[config.mk]
export PLATFORM = sky130hd
export DESIGN_NAME = tdm_mux8_tx
export DESIGN_NICKNAME = d
export VERILOG_FILES = /design/src/rtl/tdm_mux8_pkg.sv /design/src/rtl/tdm_hold_cnt.sv /design/src/rtl/tdm_mux8_tx.sv
export SDC_FILE = /design/constraint.sdc
export NUM_CORES = 1
export LEC_CHECK = 0
export CAP_MARGIN = 20
export CORE_MARGIN = 2
export CORE_UTILIZATION = 47
export CTS_CLUSTER_DIAMETER = 80
export DETAILED_ROUTE_END_ITERATION = 6
export PLACE_DENSITY = 0.8
export SYNTH_ARGS = -nofsm -noshare
export SYNTH_HDL_FRONTEND = slang
export SYNTH_SLANG_ARGS = --single-unit
export TNS_END_PERCENT = 20
[constraint.sdc]
create_clock -name clk -period 5.5 [get_ports clk]
set_input_delay 0.55 -clock clk [delete_from_list [all_inputs] [get_ports clk]]
set_output_delay 0.55 -clock clk [all_outputs]
set_load 0.02 [all_outputs]
[src/rtl/tdm_mux8_pkg.sv]
// Shared types and constants for the 8-slot TDM transmitter.
package tdm_mux8_pkg;

  localparam int SLOT_COUNT = 8;
  localparam int SLOT_W     = 3;
  localparam logic [SLOT_W-1:0] LAST_SLOT = SLOT_W'(SLOT_COUNT - 1);

  typedef enum logic [1:0] {
    IDLE = 2'd0,
    SEND = 2'd1,
    DONE = 2'd2
  } state_t;

endpackage

[src/rtl/tdm_hold_cnt.sv]
// Per-slot hold counter: counts enabled cycles within a slot and flags the
// last hold cycle. Clear has priority over counting.
module tdm_hold_cnt #(
  parameter int HOLD_CYCLES = 1
) (
  input  logic clk,
  input  logic rst_n,
  input  logic en,
  input  logic clear,
  output logic tc
);

  localparam logic [3:0] TC_VAL = 4'(HOLD_CYCLES - 1);

  logic [3:0] r_cnt;

  // Advance the count on enabled cycles, restart on clear.
  always_ff @(posedge clk or negedge rst_n) begin
    if (!rst_n) begin
      r_cnt <= 4'd0;
    end else if (clear) begin
      r_cnt <= 4'd0;
    end else if (en) begin
      r_cnt <= r_cnt + 4'd1;
    end
  end

  assign tc = (r_cnt == TC_VAL);

endmodule

[src/rtl/tdm_mux8_tx.sv]
// 8-slot TDM transmitter: captures an 8-bit frame and serialises it slot by
// slot onto a_out/s_out/e_out, each slot held for HOLD_CYCLES enabled cycles.
// Optional parity output p_out is enabled by defining TDM_MUX8_TX_PARITY_EN.
module tdm_mux8_tx
  import tdm_mux8_pkg::*;
#(
  parameter int HOLD_CYCLES = 1
) (
  input  logic              clk,
  input  logic              rst_n,
  input  logic              en,
  input  logic              load,
  input  logic [7:0]        din,
  output logic              ready,
  output logic              a_out,
  output logic [SLOT_W-1:0] s_out,
  output logic              e_out,
`ifdef TDM_MUX8_TX_PARITY_EN
  output logic              frame_done,
  output logic              p_out
`else
  output logic              frame_done
`endif
);

  state_t            r_state;
  state_t            w_state_nxt;
  logic [7:0]        r_data;
  logic [7:0]        w_data_nxt;
  logic [SLOT_W-1:0] r_slot;
  logic [SLOT_W-1:0] w_slot_nxt;
  logic              r_ready;
  logic              r_a_out;
  logic              r_e_out;
  logic              r_frame_done;
  logic              w_hold_clr;
  logic              w_hold_inc;
  logic              w_hold_tc;

  tdm_hold_cnt #(
    .HOLD_CYCLES (HOLD_CYCLES)
  ) u_hold (
    .clk   (clk),
    .rst_n (rst_n),
    .en    (w_hold_inc),
    .clear (w_hold_clr),
    .tc    (w_hold_tc)
  );

  // Next-state, next-slot, frame capture and hold-counter control.
  always_comb begin
    w_state_nxt = r_state;
    w_slot_nxt  = r_slot;
    w_data_nxt  = r_data;
    w_hold_clr  = 1'b1;
    w_hold_inc  = 1'b0;
    case (r_state)
      IDLE: begin
        if (load && en) begin
          w_state_nxt = SEND;
          w_slot_nxt  = '0;
          w_data_nxt  = din;
        end
      end
      SEND: begin
        if (en) begin
          if (w_hold_tc) begin
            if (r_slot == LAST_SLOT) begin
              w_state_nxt = DONE;
              w_slot_nxt  = '0;
            end else begin
              w_slot_nxt  = r_slot + 1'b1;
            end
          end else begin
            w_hold_clr = 1'b0;
            w_hold_inc = 1'b1;
          end
        end else begin
          // Paused: hold counter keeps its value.
          w_hold_clr = 1'b0;
        end
      end
      DONE: begin
        if (load && en) begin
          w_state_nxt = SEND;
          w_slot_nxt  = '0;
          w_data_nxt  = din;
        end else begin
          w_state_nxt = IDLE;
        end
      end
      default: begin
        w_state_nxt = IDLE;
        w_slot_nxt  = '0;
      end
    endcase
  end

  // State, captured frame and slot index registers.
  always_ff @(posedge clk or negedge rst_n) begin
    if (!rst_n) begin
      r_state <= IDLE;
      r_data  <= 8'd0;
      r_slot  <= '0;
    end else begin
      r_state <= w_state_nxt;
      r_data  <= w_data_nxt;
      r_slot  <= w_slot_nxt;
    end
  end

  // Registered outputs computed from the next state so they line up with it.
  always_ff @(posedge clk or negedge rst_n) begin
    if (!rst_n) begin
      r_ready      <= 1'b1;
      r_a_out      <= 1'b0;
      r_e_out      <= 1'b0;
      r_frame_done <= 1'b0;
    end else begin
      r_ready      <= (w_state_nxt != SEND);
      r_a_out      <= (w_state_nxt == SEND) ? w_data_nxt[w_slot_nxt] : 1'b0;
      r_e_out      <= (w_state_nxt == SEND) && en;
      r_frame_done <= (w_state_nxt == DONE);
    end
  end

  assign ready      = r_ready;
  assign a_out      = r_a_out;
  assign s_out      = r_slot;
  assign e_out      = r_e_out;
  assign frame_done = r_frame_done;

`ifdef TDM_MUX8_TX_PARITY_EN
  logic r_p_out;

  // Frame parity, presented only while the last slot is being strobed.
  always_ff @(posedge clk or negedge rst_n) begin
    if (!rst_n) begin
      r_p_out <= 1'b0;
    end else begin
      r_p_out <= (w_state_nxt == SEND) && (w_slot_nxt == LAST_SLOT) && en
                 ? (^w_data_nxt) : 1'b0;
    end
  end

  assign p_out = r_p_out;
`endif

endmodule

# == Word-level counts from Yosys, hierarchy flattened ==
# Cells that the tools add are included.
# word_totals
reg_bits,21
in_bits,12
word_cells,47
out_inout_bits,7
# classes
magnitude_cmp,1
mux,24
add_sub_neg,2
n_eq_ne,6
reduce_logical,6
# ops
operator,n
$mux W8,2
$mux W3,4
$mux W1,9
$mux W2,4
$mux W4,2
$pmux W2 S3,1
$pmux W3 S2,1
$add A4 B1 Y4 const B,1
$eq A2 B1 Y1 const B,2
$eq A2 B2 Y1 const B,2
$logic_not A4 Y1,1
$lt A3 B4 Y1 const B,1
$add A3 B1 Y3 const B,1
$bmux W1 S3,1
$eq A3 B3 Y1 const B,1
$logic_and A1 B1 Y1,2
$logic_not A2 Y1,1
$ne A2 B1 Y1 const B,1
$reduce_bool A2 Y1,1
$reduce_or A2 Y1,1

# == Logic depth before layout (Yosys ltp) ==
# depth
ltp_word,8
ltp_mapped,8
mapped_depth_nobuf,8

# == Cells and area by module ==
# From an unflattened synthesis, not the netlist that was laid out.
# unflattened
cells_unflattened,83
area_unflattened_um2,1073.5
# modules_own_cells
module,cells_per_inst,area_each_um2,instances,seq_area_each_um2
tdm_mux8_tx,63,853.3,1,426.7
tdm_hold_cnt,20,220.2,1,100.1

# == Worst setup path before layout ==
# Ideal clock, no wire load.
# synth_path
path_type,register -> register
startpoint,"reg r_slot[0], in the netlist s_out[0]"
endpoint,"reg r_a_out, in the netlist a_out"
setup_slack_ns,3.574
arrival_time_ns,1.838
period_less_slack_ns,1.926
t_required_ns,5.412
setup_time_ns,0.088
path_buffers,1
stages_incl_launch_ff,8
cell_sequence,dfrtp_1 > ha_1 > ha_1 > nor4_4 > or2_1 > buf_6 > o2111ai_1 > a41oi_1
# synth_via
elab_chain_cells,8
elab_cells_between_ends,15
cone_classes,add/sub (1); eq/ne (2); mux (12)
# synth_lines
element,line,rtl
from (decl),tdm_mux8_tx.sv:30,logic [SLOT_W-1:0] r_slot;
from (signal assigned),tdm_mux8_tx.sv:108,r_slot <= w_slot_nxt;
$add A3 B1 Y3 or $eq A3 B3 Y1 (tied branches),"tdm_mux8_tx.sv:72, tdm_mux8_tx.sv:68",
$mux W3,tdm_mux8_tx.sv:68,if (r_slot == LAST_SLOT) begin
$mux W3,tdm_mux8_tx.sv:67,if (w_hold_tc) begin
$mux W3,tdm_mux8_tx.sv:66,if (en) begin
$pmux W3 S2 *,tdm_mux8_tx.sv:57,case (r_state)
net w_slot_nxt[0],tdm_mux8_tx.sv:31,logic [SLOT_W-1:0] w_slot_nxt;
$bmux W1 S3 *,tdm_mux8_tx.sv:121,r_a_out <= (w_state_nxt == SEND) ? w_data_nxt[w_slot_nxt] : 1'b0;
$mux W1 (not written as such) *,tdm_mux8_tx.sv:121,
$mux W1 *,tdm_mux8_tx.sv:121,
to (signal assigned),tdm_mux8_tx.sv:121,
to (decl),tdm_mux8_tx.sv:33,logic r_a_out;
# The timed path passes the listed nets; every way through them passes the cells marked *. The select of a mux whose other input is x is not followed.
# A chain may end at the register's enable or synchronous reset.

# == Final worst setup path ==
# layout_path
startpoint,in en
endpoint,"reg r_a_out, in the netlist a_out"
# layout_via
elab_chain_cells,6
elab_cells_between_ends,14
cone_classes,eq/ne (1); mux (12); reduce/logical (1)
# layout_lines
element,line,rtl
from (decl),tdm_mux8_tx.sv:11,"input logic en,"
$logic_and A1 B1 Y1,"tdm_mux8_tx.sv:59, tdm_mux8_tx.sv:84",
$mux W3,"tdm_mux8_tx.sv:59, tdm_mux8_tx.sv:84",
$pmux W3 S2 *,tdm_mux8_tx.sv:57,
net w_slot_nxt[1],tdm_mux8_tx.sv:31,
$bmux W1 S3 *,tdm_mux8_tx.sv:121,
$mux W1 (not written as such) *,tdm_mux8_tx.sv:121,
$mux W1 *,tdm_mux8_tx.sv:121,
# Marked as above.

==> flow_metrics.tcl <==
set metrics [dict create \
    status "finished, final reports clean" \
    synth_top_family_by_area "simple AND/OR/NAND/NOR gates" \
    report.final.slew_viol_count 0 \
    fin_area_um2 1240 \
    synth_common_cells "dfrtp_1, mux2_2, inv_1" \
    post_drt_via_cell_ratio 5.406 \
    ys_top_cells_by_area "dfrtp_1, mux2_2, ha_1" \
    powerDensity_nw_per_um2 484.1 \
    tightestPinTransition_ps 918.2 \
    worst_ep_required_time_ps 5670 \
    ios 19 \
    std_cell_rows 16 \
    first_global_vias 706 \
    clock_sinks 21 \
    hold_path_class "reg -> reg" \
    synth_flop_cell "dfrtp_1" \
    fin_crit_ps 2197 \
    cp-start-kind "input port" \
    crit_type "in -> reg" \
    synth_edf_count 0 \
    p_leak_nw 0.5537 \
    avgSynthCellArea_um2 12.59 \
    cts.clk_slew.worst_paths_ps 110 \
    min_period_over_period_pct 39.95 \
    antenna_cells 0 \
    setup_viol 0 \
    postCtsHoldBufs 0 \
    drv_cap 0 \
    dr.pass1.iters 4 \
    die_area_um2 2587 \
    path_max_fanout 10 \
    fmax_mhz 455.1 \
    die-height_um 50.87 \
    synth.ff_latch_count 21 \
    routed_wl_um 1827 \
    htreeDepth 1 \
    grt.overflow.total 0 \
    die_w_um 50.87 \
    ant_nets 0 \
    place_hpwl_um 1424 \
    ys_warn_count 0 \
    synth_fp_nets 98 \
    final.setup.tns_ps 0 \
    synthXorXnorAreaFrac_pct 1.697 \
    yosys.area_share.simple_pct 13.94 \
    grt_setup_unrepaired "false" \
    drive_gt1_share_pct 17.82 \
    wire_per_inst_um 14.27 \
    whs_ps 510.2 \
    arrival_ps 2370 \
    final_nets 118 \
    skew_ps 5.311 \
    synthCells 82 \
    vias 692 \
    cts_root_buf "clkbuf_4" \
    grt_pass1_wl_um 3105 \
    portBuffers 18 \
    gp_congestion 0.8147 \
    synth_top_area_cell "dfrtp_1" \
    antenna_found_initial 0 \
    relSlewSlack_pct 38.60 \
    synth.top_cell.area_share_pct 48.48 \
    insertion_delay_ps 310 \
    fill_cells 168 \
    core_area_um2 2022 \
    ys_seq_area_share_pct 51.03 \
    cts_resized 0 \
    hold_viol 0 \
    yosysMostFrequentCell "dfrtp_1" \
    synth_compound_area_share_pct 12.97 \
    ir_drop_mv 0.2117 \
    synth_cell_type_count 30 \
    areaGrowthSynthToFinish_pct 20.12 \
    grtUsageTotal_pct 16.38 \
    yosys.area_share.adder_pct 4.848 \
    endpoint_kind "flip-flop" \
    cts_tree "yes" \
    synth-async-reset-ratio_pct 100.0 \
    numCtsBuffers 3 \
    cts_post_setup_buffers_inserted 0 \
    cts_buffer_depth 2 \
    syn_area_um2 1032 \
    initial_core_util_pct 51.05 \
    initialDrtViolationCount 18 \
    grt_max_degree 22 \
    drc 0 \
    synthMuxAreaShare_pct 9.697 \
    placed_area_um2 1212 \
]
layer usage:
metal  global-route usage, %  vias up  wire (um)  share of wire (%)
met5                       0        -          0                  0
met4                   8.108        0         42                2.3
met3                   2.924        7         74                4.1
met2                   25.88       22        836                 46
met1                   21.77      334        875                 48
li1                        -      329          -                  -
layout by cell type, fill, tap and decap left out, drive strengths merged:
master,synthesis,layout
dfrtp,20,20
clkdlybuf4s50,0,18
mux2,8,8
inv,7,7
nor2,6,6
o21bai,4,4
o2111ai,4,4
ha,4,4
clkbuf,0,3
nand2b,2,2
nand2,2,2
a22oi,2,2
xor2,2,2
nand3b,2,2
and4bb,1,1
a21boi,1,1
nand4bb,1,1
a21o,1,1
o21ai,1,1
o22ai,1,1
nor4,1,1
or2,1,1
nor2b,1,1
a41oi,1,1
mux2i,1,1
nand4,1,1
nor3,1,1
nand3,1,1
a21oi,1,1
clkinv,0,1
dfstp,1,1
per-stage QoR:
step                std cells  power, mW  util [%]  setup WS (ps)
finish                    128     0.6003     61.32           3303
CTS                       128     0.6024     61.32           3329
global placement          124     0.5140     59.96           3085
floorplan                  82     0.4539         -           3574
detailed placement        124     0.5276     59.96           3006
global route              128     0.6403     61.32           3202
registers in the layout (all words and copies together), names as in the netlist:
register / cells
s_out: 3
frame_done: 1
u_hold.r_cnt: 4
a_out: 1
e_out: 1
r_data: 8
r_state: 2
ready: 1
cell type report:
class,instances,area (um^2),area share (%)
clock buffer,3,22.52,1.816
clock inverter,1,5.005,0.4036
inverter,7,26.28,2.119
multi-input combinational,51,445.4,35.92
sequential,21,526.8,42.48
tap,27,33.78,2.725
timing repair buffer,18,180.2,14.53
cells by family after synthesis:
family                     Yosys count
DFF                                 21
and+or+nand+nor                     20
AOI/OAI and AO/OA                   16
buffers and inverters               10
muxes                                9
adders and majority gates            4
xor gates and xnor gates             2
path summary, 6_finish.rpt:
path                            from  depth (start not counted)    endpoint  slack, ps
max in group asynchronous      rst_n                          1   r_data[4]       4200
setup reg to reg            s_out[0]                          6       a_out       3450
hold / removal             r_data[3]                          1   r_data[3]        510
setup / recovery                  en                          7       a_out       3300
min in group asynchronous      rst_n                          1  frame_done        740
hold reg to reg            r_data[3]                          1   r_data[3]        510
critical path, cell delays in order:
cell and delay (ps):
clkdlybuf4s50_1 690, and4bb_4 340, o21ai_0 110, a22oi_1 270
inv_1 130, o2111ai_1 120, a41oi_1 150
power breakdown:
part | switching [mW] | internal, mW | total (mW)
registers | 0.0361 | 0.214 | 0.250
clock network | 0.0481 | 0.0272 | 0.0752
logic | 0.144 | 0.132 | 0.275
(Power assumes the default switching activity.)
